`config.mk`:
```
export PLATFORM = sky130hd
export DESIGN_NAME = match_sequencer_flat
export DESIGN_NICKNAME = d
export VERILOG_FILES = /design/src/rtl/match_sequencer_if.sv /design/src/rtl/match_sequencer.sv /design/src/flat_wrapper.sv
export SDC_FILE = /design/constraint.sdc
export NUM_CORES = 1
export LEC_CHECK = 0
export ABC_AREA = 1
export BUFFER_PORTS_ARGS = -buffer_cell sky130_fd_sc_hd__buf_2
export CAP_MARGIN = 20
export CORE_MARGIN = 3
export CORE_UTILIZATION = 35
export CTS_CLUSTER_DIAMETER = 30
export DETAILED_ROUTE_END_ITERATION = 10
export SETUP_SLACK_MARGIN = 0.1
export SLEW_MARGIN = 20
export SYNTH_ARGS = -nofsm -noshare
export SYNTH_HDL_FRONTEND = slang
export SYNTH_SLANG_ARGS = --single-unit
```
`constraint.sdc`:
```
create_clock -name clk -period 3.84 [get_ports clk]
set_clock_uncertainty 0.2 [all_clocks]
set_input_delay 0.384 -clock clk [delete_from_list [all_inputs] [get_ports clk]]
set_output_delay 0.384 -clock clk [all_outputs]
set_load 0.02 [all_outputs]
```
`src/rtl/match_sequencer_if.sv`:
```
// -----------------------------------------------------------------------------
// match_sequencer_if
// Bundles the game-controller signals exchanged between the match sequencer
// and the rest of the ping-pong design.
//
//   p1l/p1r/p2l/p2r   buttons, level, synchronous to clk (into sequencer)
//   miss_p1/miss_p2   one-cycle miss pulses from the ball datapath
//   game_state        0=serve 1=playing 2=done 3=point
//   frame_tick        one-cycle frame pulse
//   ball_launch       one-cycle pulse when play starts from serve
//   server            0=player 1 serves, 1=player 2 serves
//   time_cnt          seconds remaining
//   p1_score/p2_score points
//   winner            0=none 1=p1 2=p2 3=draw
//
// master: the side that drives buttons/misses and observes the game status.
// slave : the match sequencer itself.
// -----------------------------------------------------------------------------
interface match_sequencer_if;
  logic       p1l;
  logic       p1r;
  logic       p2l;
  logic       p2r;
  logic       miss_p1;
  logic       miss_p2;
  logic [1:0] game_state;
  logic       frame_tick;
  logic       ball_launch;
  logic       server;
  logic [5:0] time_cnt;
  logic [3:0] p1_score;
  logic [3:0] p2_score;
  logic [1:0] winner;

  modport master (
    output p1l, p1r, p2l, p2r, miss_p1, miss_p2,
    input  game_state, frame_tick, ball_launch, server,
    input  time_cnt, p1_score, p2_score, winner
  );

  modport slave (
    input  p1l, p1r, p2l, p2r, miss_p1, miss_p2,
    output game_state, frame_tick, ball_launch, server,
    output time_cnt, p1_score, p2_score, winner
  );
endinterface

```
`src/rtl/match_sequencer.sv`:
```
// -----------------------------------------------------------------------------
// match_sequencer
// Central game controller of the ping-pong design: serve/playing/point/done
// state machine, frame-tick and one-second timebase, countdown timer, scores,
// serve hand-off and winner decision. All outputs are registered.
//
// Ports:
//   clk    system clock
//   reset  synchronous, active-high reset
//   bus    match_sequencer_if.slave (buttons and misses in, game status out)
// -----------------------------------------------------------------------------
module match_sequencer #(
  parameter int CLK_PER_TICK  = 400000,
  parameter int TICKS_PER_SEC = 125,
  parameter int GAME_SECONDS  = 60,
  parameter int WIN_SCORE     = 7,
  parameter int SERVE_DELAY   = 60
) (
  input logic               clk,
  input logic               reset,
  match_sequencer_if.slave  bus
);

  localparam int TICK_W = (CLK_PER_TICK  > 1) ? $clog2(CLK_PER_TICK)  : 1;
  localparam int SEC_W  = (TICKS_PER_SEC > 1) ? $clog2(TICKS_PER_SEC) : 1;
  localparam int PT_W   = (SERVE_DELAY   > 1) ? $clog2(SERVE_DELAY)   : 1;

  localparam logic [TICK_W-1:0] TICK_MAX  = TICK_W'(CLK_PER_TICK - 1);
  localparam logic [SEC_W-1:0]  SEC_MAX   = SEC_W'(TICKS_PER_SEC - 1);
  localparam logic [PT_W-1:0]   PT_MAX    = PT_W'(SERVE_DELAY - 1);
  localparam logic [5:0]        TIME_INIT = 6'(GAME_SECONDS);
  localparam logic [3:0]        WIN_Q     = 4'(WIN_SCORE);

  typedef enum logic [1:0] {
    ST_SERVE   = 2'd0,
    ST_PLAYING = 2'd1,
    ST_DONE    = 2'd2,
    ST_POINT   = 2'd3
  } state_t;

  state_t              state_q,      state_d;
  logic [TICK_W-1:0]   tick_cnt_q,   tick_cnt_d;
  logic                frame_tick_q, frame_tick_d;
  logic [SEC_W-1:0]    sec_cnt_q,    sec_cnt_d;
  logic [PT_W-1:0]     pt_cnt_q,     pt_cnt_d;
  logic [5:0]          time_cnt_q,   time_cnt_d;
  logic [3:0]          p1_score_q,   p1_score_d;
  logic [3:0]          p2_score_q,   p2_score_d;
  logic                server_q,     server_d;
  logic                launch_q,     launch_d;
  logic [1:0]          winner_q,     winner_d;
  logic [3:0]          btn_prev_q,   btn_prev_d;

  // Button order: [3]=p1l [2]=p1r [1]=p2l [0]=p2r
  logic [3:0] btn_cur;
  logic [3:0] press;
  logic       p1_press;
  logic       p2_press;
  logic       any_miss;
  logic       single_p1;
  logic       single_p2;

  assign btn_cur   = {bus.p1l, bus.p1r, bus.p2l, bus.p2r};
  assign press     = btn_cur & ~btn_prev_q;
  assign p1_press  = |press[3:2];
  assign p2_press  = |press[1:0];
  assign any_miss  = bus.miss_p1 | bus.miss_p2;
  assign single_p1 = bus.miss_p1 & ~bus.miss_p2;
  assign single_p2 = bus.miss_p2 & ~bus.miss_p1;

  function automatic logic [3:0] sat_inc(input logic [3:0] s);
    if (s >= WIN_Q) return WIN_Q;
    return s + 4'd1;
  endfunction

  function automatic logic [1:0] judge(input logic [3:0] a, input logic [3:0] b);
    if (a > b) return 2'd1;
    if (b > a) return 2'd2;
    return 2'd3;
  endfunction

  always_comb begin
    state_d      = state_q;
    sec_cnt_d    = sec_cnt_q;
    pt_cnt_d     = pt_cnt_q;
    time_cnt_d   = time_cnt_q;
    p1_score_d   = p1_score_q;
    p2_score_d   = p2_score_q;
    server_d     = server_q;
    winner_d     = winner_q;
    launch_d     = 1'b0;
    btn_prev_d   = btn_cur;

    // Free-running timebase; the pulse appears the cycle after the wrap.
    frame_tick_d = (tick_cnt_q == TICK_MAX);
    tick_cnt_d   = frame_tick_d ? '0 : tick_cnt_q + 1'b1;

    unique case (state_q)
      ST_SERVE: begin
        if ((!server_q && p1_press) || (server_q && p2_press)) begin
          state_d  = ST_PLAYING;
          launch_d = 1'b1;
        end
      end

      ST_PLAYING: begin
        if (frame_tick_q) begin
          if (sec_cnt_q == SEC_MAX) begin
            sec_cnt_d = '0;
            if (time_cnt_q != 6'd0) time_cnt_d = time_cnt_q - 6'd1;
          end else begin
            sec_cnt_d = sec_cnt_q + 1'b1;
          end
        end
        // A double miss scores nobody and keeps the current server.
        if (single_p1) begin
          p2_score_d = sat_inc(p2_score_q);
          server_d   = 1'b0;
        end else if (single_p2) begin
          p1_score_d = sat_inc(p1_score_q);
          server_d   = 1'b1;
        end
        // Expiry wins over the point pause; the winner sees the updated score.
        if (time_cnt_d == 6'd0) begin
          state_d  = ST_DONE;
          winner_d = judge(p1_score_d, p2_score_d);
        end else if (any_miss) begin
          state_d  = ST_POINT;
          pt_cnt_d = '0;
        end
      end

      ST_POINT: begin
        if (frame_tick_q) begin
          if (pt_cnt_q == PT_MAX) begin
            pt_cnt_d = '0;
            if (p1_score_q == WIN_Q || p2_score_q == WIN_Q) begin
              state_d  = ST_DONE;
              winner_d = judge(p1_score_q, p2_score_q);
            end else begin
              state_d  = ST_SERVE;
            end
          end else begin
            pt_cnt_d = pt_cnt_q + 1'b1;
          end
        end
      end

      default: ; // ST_DONE is terminal until reset
    endcase
  end

  always_ff @(posedge clk) begin
    if (reset) begin
      state_q      <= ST_SERVE;
      tick_cnt_q   <= '0;
      frame_tick_q <= 1'b0;
      sec_cnt_q    <= '0;
      pt_cnt_q     <= '0;
      time_cnt_q   <= TIME_INIT;
      p1_score_q   <= 4'd0;
      p2_score_q   <= 4'd0;
      server_q     <= 1'b0;
      launch_q     <= 1'b0;
      winner_q     <= 2'd0;
      btn_prev_q   <= 4'd0;
    end else begin
      state_q      <= state_d;
      tick_cnt_q   <= tick_cnt_d;
      frame_tick_q <= frame_tick_d;
      sec_cnt_q    <= sec_cnt_d;
      pt_cnt_q     <= pt_cnt_d;
      time_cnt_q   <= time_cnt_d;
      p1_score_q   <= p1_score_d;
      p2_score_q   <= p2_score_d;
      server_q     <= server_d;
      launch_q     <= launch_d;
      winner_q     <= winner_d;
      btn_prev_q   <= btn_prev_d;
    end
  end

  assign bus.game_state  = state_q;
  assign bus.frame_tick  = frame_tick_q;
  assign bus.ball_launch = launch_q;
  assign bus.server      = server_q;
  assign bus.time_cnt    = time_cnt_q;
  assign bus.p1_score    = p1_score_q;
  assign bus.p2_score    = p2_score_q;
  assign bus.winner      = winner_q;

endmodule
```
`src/flat_wrapper.sv`:
```
// flat-port wrapper written by rule: the top's interface ports become plain ports
module match_sequencer_flat 
#(
  parameter int CLK_PER_TICK  = 400000,
  parameter int TICKS_PER_SEC = 125,
  parameter int GAME_SECONDS  = 60,
  parameter int WIN_SCORE     = 7,
  parameter int SERVE_DELAY   = 60
)
  (clk, reset, bus_p1l, bus_p1r, bus_p2l, bus_p2r, bus_miss_p1, bus_miss_p2, bus_game_state, bus_frame_tick, bus_ball_launch, bus_server, bus_time_cnt, bus_p1_score, bus_p2_score, bus_winner);
  match_sequencer_if bus_i ();
  input logic clk;
  input logic reset;
  input wire logic [$bits(bus_i.p1l)-1:0] bus_p1l;
  input wire logic [$bits(bus_i.p1r)-1:0] bus_p1r;
  input wire logic [$bits(bus_i.p2l)-1:0] bus_p2l;
  input wire logic [$bits(bus_i.p2r)-1:0] bus_p2r;
  input wire logic [$bits(bus_i.miss_p1)-1:0] bus_miss_p1;
  input wire logic [$bits(bus_i.miss_p2)-1:0] bus_miss_p2;
  output wire logic [$bits(bus_i.game_state)-1:0] bus_game_state;
  output wire logic [$bits(bus_i.frame_tick)-1:0] bus_frame_tick;
  output wire logic [$bits(bus_i.ball_launch)-1:0] bus_ball_launch;
  output wire logic [$bits(bus_i.server)-1:0] bus_server;
  output wire logic [$bits(bus_i.time_cnt)-1:0] bus_time_cnt;
  output wire logic [$bits(bus_i.p1_score)-1:0] bus_p1_score;
  output wire logic [$bits(bus_i.p2_score)-1:0] bus_p2_score;
  output wire logic [$bits(bus_i.winner)-1:0] bus_winner;
  assign bus_i.p1l = bus_p1l;
  assign bus_i.p1r = bus_p1r;
  assign bus_i.p2l = bus_p2l;
  assign bus_i.p2r = bus_p2r;
  assign bus_i.miss_p1 = bus_miss_p1;
  assign bus_i.miss_p2 = bus_miss_p2;
  assign bus_game_state = bus_i.game_state;
  assign bus_frame_tick = bus_i.frame_tick;
  assign bus_ball_launch = bus_i.ball_launch;
  assign bus_server = bus_i.server;
  assign bus_time_cnt = bus_i.time_cnt;
  assign bus_p1_score = bus_i.p1_score;
  assign bus_p2_score = bus_i.p2_score;
  assign bus_winner = bus_i.winner;
  match_sequencer #(.CLK_PER_TICK(CLK_PER_TICK), .TICKS_PER_SEC(TICKS_PER_SEC), .GAME_SECONDS(GAME_SECONDS), .WIN_SCORE(WIN_SCORE), .SERVE_DELAY(SERVE_DELAY)) u_core (.clk(clk), .reset(reset), .bus(bus_i));
endmodule
```
==> results.sh <==
export IMPL_dp_hpwl_um=4930
export IMPL_port_buffers=28
export IMPL_ys_ff_latch=57
export IMPL_intPower_mw=1.36
export IMPL_ctsHoldBuffers=0
export IMPL_die_h_um=101
export IMPL_cts_resized_gates=0
export IMPL_clkTransAtPathRegs_ps=70
export IMPL_io_pin_count=29
export IMPL_seq_power_share_pct=35.1
export IMPL_core_area_sq_um=8760
export IMPL_clock_path_buffers=2
export IMPL_critical_path_buf_inv_count=3
export IMPL_antenna_found_initial=0
export IMPL_worstMarginPinSlew_ps=620
export IMPL_max_stage_delay_ps=350
export IMPL_grt_pass1_wl_um=11300
export IMPL_clock_root_buffer="clkbuf_8"
export IMPL_ant_nets=0
export IMPL_cp_top_family="simple AND/OR/NAND/NOR gates"
export IMPL_n_antenna_cell=0
export IMPL_drt_drc_violations_left=0
export IMPL_dr_first_iter_drc_count=69
export IMPL_final_nets=494
export IMPL_timing_fmax_ghz=0.394
export IMPL_status="complete, no violations"
export IMPL_worstPathRequired_ps=3860
export IMPL_p_comb_share_pct=37.0
export IMPL_vdd_drop_max_v=0.000200
export IMPL_core_rowCount=34
export IMPL_cts_setup_buffers=0
export IMPL_min_path_type="input pin to flop"
export IMPL_wirelength_um=6650
export IMPL_async_flop_share_pct=0
export IMPL_seq_area_frac_synth_pct=36.1
export IMPL_netSwitchingPower_uw=956
export IMPL_gp_congestion=0.813
export IMPL_die_area_sq_um=10200
export IMPL_synth_edf_count=0
export IMPL_drive_above_1_share_pct=16.5
export IMPL_synth_area_top_cells="dfxtp_1, nand2_1, ha_1"
export IMPL_die_w_um=101
export IMPL_cp_arrival_ps=2560
export IMPL_yosysUniqueCellTypes=41
export IMPL_period_share_pct=66.1
export IMPL_via_per_inst=4.83
export IMPL_htree_levels=3
export IMPL_grt_setup_unrepaired="no"
export IMPL_setup_violations=0
export IMPL_grt_max_degree=22
export IMPL_period_needed_ps=2540
export IMPL_synthFlopType="dfxtp_1"
export IMPL_synth_warning_count=0
export IMPL_syn_area_sq_um=3160
export IMPL_clock_power_share_pct=27.9
export IMPL_cts_made_buffers=9
export IMPL_yosysTopAreaCell="dfxtp_1"
export IMPL_start_kind="flop"
export IMPL_synth_top_area_share_pct=36.1
export IMPL_grt_usage_pct=13.9
export IMPL_start_util_pct=36.1
export IMPL_syn_inst=436
export IMPL_powerDensity_nw_per_um2=639
export IMPL_cp_max_fo=4
export IMPL_setup_tns_ps=0
export IMPL_switching_share_pct=41.3
export IMPL_synthesis_nets=463
export IMPL_syn_mean_instance_area_sq_um=7.25
export IMPL_p_leak_nw=1.59
export IMPL_clock_latency_ps=350
export IMPL_relSlewSlack_pct=58.6
export IMPL_cts_tree="done"
export IMPL_cp_slowest_cell="dfxtp_1"
export IMPL_grt_pass1_vias=2509
export IMPL_vias=2804
export IMPL_hold_viol_final=0
export IMPL_area_growth_pct=14.6
export IMPL_drv_cap=0
export IMPL_first_pass_iters=4
export IMPL_holdWs_ps=54.0
export IMPL_grt_ovfl_total=0
export IMPL_slew_violations=0
export IMPL_wl_per_cell_um=11.5
export IMPL_worstSetupPathType="flop to flop"
export IMPL_numClockSinks=57
export IMPL_end_kind="flop"
export IMPL_crit_chain="ha_1, inv_1, nor3_1, nor2_1, inv_1, nor3_1, nand3_1, o21ai_0, inv_1, ha_1, nand2_1, o21ai_0, nand2_1, o22ai_1, nand2_1, o21ai_1, nor2_1"
-- cells in the final DEF (no fill, tap or decap), drive strengths merged, types with 4 or more instances in the layout --
| cell type | count |
|---|---|
| xor2 | 8 |
| or2 | 7 |
| nor3 | 13 |
| a21oi | 32 |
| nor2 | 54 |
| o22ai | 4 |
| nand4 | 10 |
| clkbuf | 9 |
| inv | 68 |
| nor3b | 7 |
| ha | 19 |
| nand2 | 80 |
| dfxtp | 57 |
| buf | 28 |
| o21ai | 21 |
| nand3 | 30 |
-- routing by layer --
layer  part of all wire (%)  wire length, um  vias up  global-route usage, %
li1                       -                -     1495                      -
met1                     50             3340     1250                   18.3
met2                     44             2900       51                   21.5
met3                    4.9              323        8                   4.78
met4                    1.2               83        0                   4.29
met5                      0                0        -                      0
-- synth_stat cells (all sizes together), types with 3 or more instances --
library cell   n
nand2         80
inv           67
dfxtp         57
nor2          54
a21oi         32
nand3         30
o21ai         21
ha            19
nor3          13
nand4         10
xor2           8
nor3b          7
or2            7
buf            5
o22ai          4
clkbuf         3
nor4           3
-- worst register-to-register path, stage by stage (launching register included) --
cell and delay (ps):
dfxtp_1 350, ha_1 200, inv_1 70, nor3_1 50, nor2_1 90, inv_1 60
nor3_1 180, nand3_1 90, o21ai_0 110, inv_1 70, ha_1 290, nand2_1 70
o21ai_0 170, nand2_1 90, o22ai_1 150, nand2_1 60, o21ai_1 70, nor2_1 50
-- worst paths after layout --
path                               start                   end  slack [ps]  cells past startpoint
setup / recovery  u_core.bus.p2_score[0]  u_core.bus.winner[1]        1300                     17
hold / removal                   bus_p1r  u_core.btn_prev_q[2]          50                      3
setup reg to reg  u_core.bus.p2_score[0]  u_core.bus.winner[1]        1300                     17
hold reg to reg     u_core.tick_cnt_q[0]  u_core.tick_cnt_q[0]         260                      1
-- power by group through the flow --
stage | logic, mW | registers (mW) | clock network (mW)
after CTS | 0.853 | 0.813 | 0.661
after global placement | 0.839 | 0.823 | 0
after global routing | 0.977 | 0.830 | 0.692
final | 0.856 | 0.813 | 0.646
after detailed placement | 0.851 | 0.826 | 0
after floorplan | 0.546 | 0.898 | 0
-- flip-flops by register name (all words and copies together), names as in the netlist, 2 cells and up --
name / cells
u_core.sec_cnt_q: 7
u_core.bus.p2_score: 4
u_core.btn_prev_q: 4
u_core.bus.game_state: 2
u_core.bus.time_cnt: 6
u_core.tick_cnt_q: 19
u_core.bus.winner: 2
u_core.pt_cnt_q: 6
u_core.bus.p1_score: 4
-- kinds of logic (layout without fill, tap and decap cells) --
family          count (synthesis)  after routing  share of synthesized area [%]
simple gates                  205            205                           31.7
compound gates                 70             70                           12.7
flops                          57             57                           36.1
xor+xnor                       10             10                           2.77
fa+ha+maj                      19             19                           7.52
buf+inv                        75            111                           9.26
-- through the flow --
step	util [%]	total power, mW	cell area, sq um	instances	setup slack (ps)
3_3_place_gp	38.7	1.66	3390	564	1120
3_5_place_dp	38.7	1.68	3390	564	1070
5_1_grt	41.3	2.50	3620	580	972
2_1_floorplan	-	1.44	3160	436	1370
4_1_cts	41.3	2.33	3620	580	1310
6_report	41.3	2.31	3620	580	1300
-- final cells by class --
| type | instances | area (sq um) |
|---|---|---|
| fill | 929 | 5140 |
| clock buffer | 9 | 124 |
| clock inverter | 7 | 103 |
| multi-input combinational | 304 | 1730 |
| sequential | 57 | 1140 |
| tap | 108 | 135 |
| inverter | 67 | 251 |
| timing repair buffer | 28 | 140 |
No activity file was read; power rests on OpenSTA's default activity.
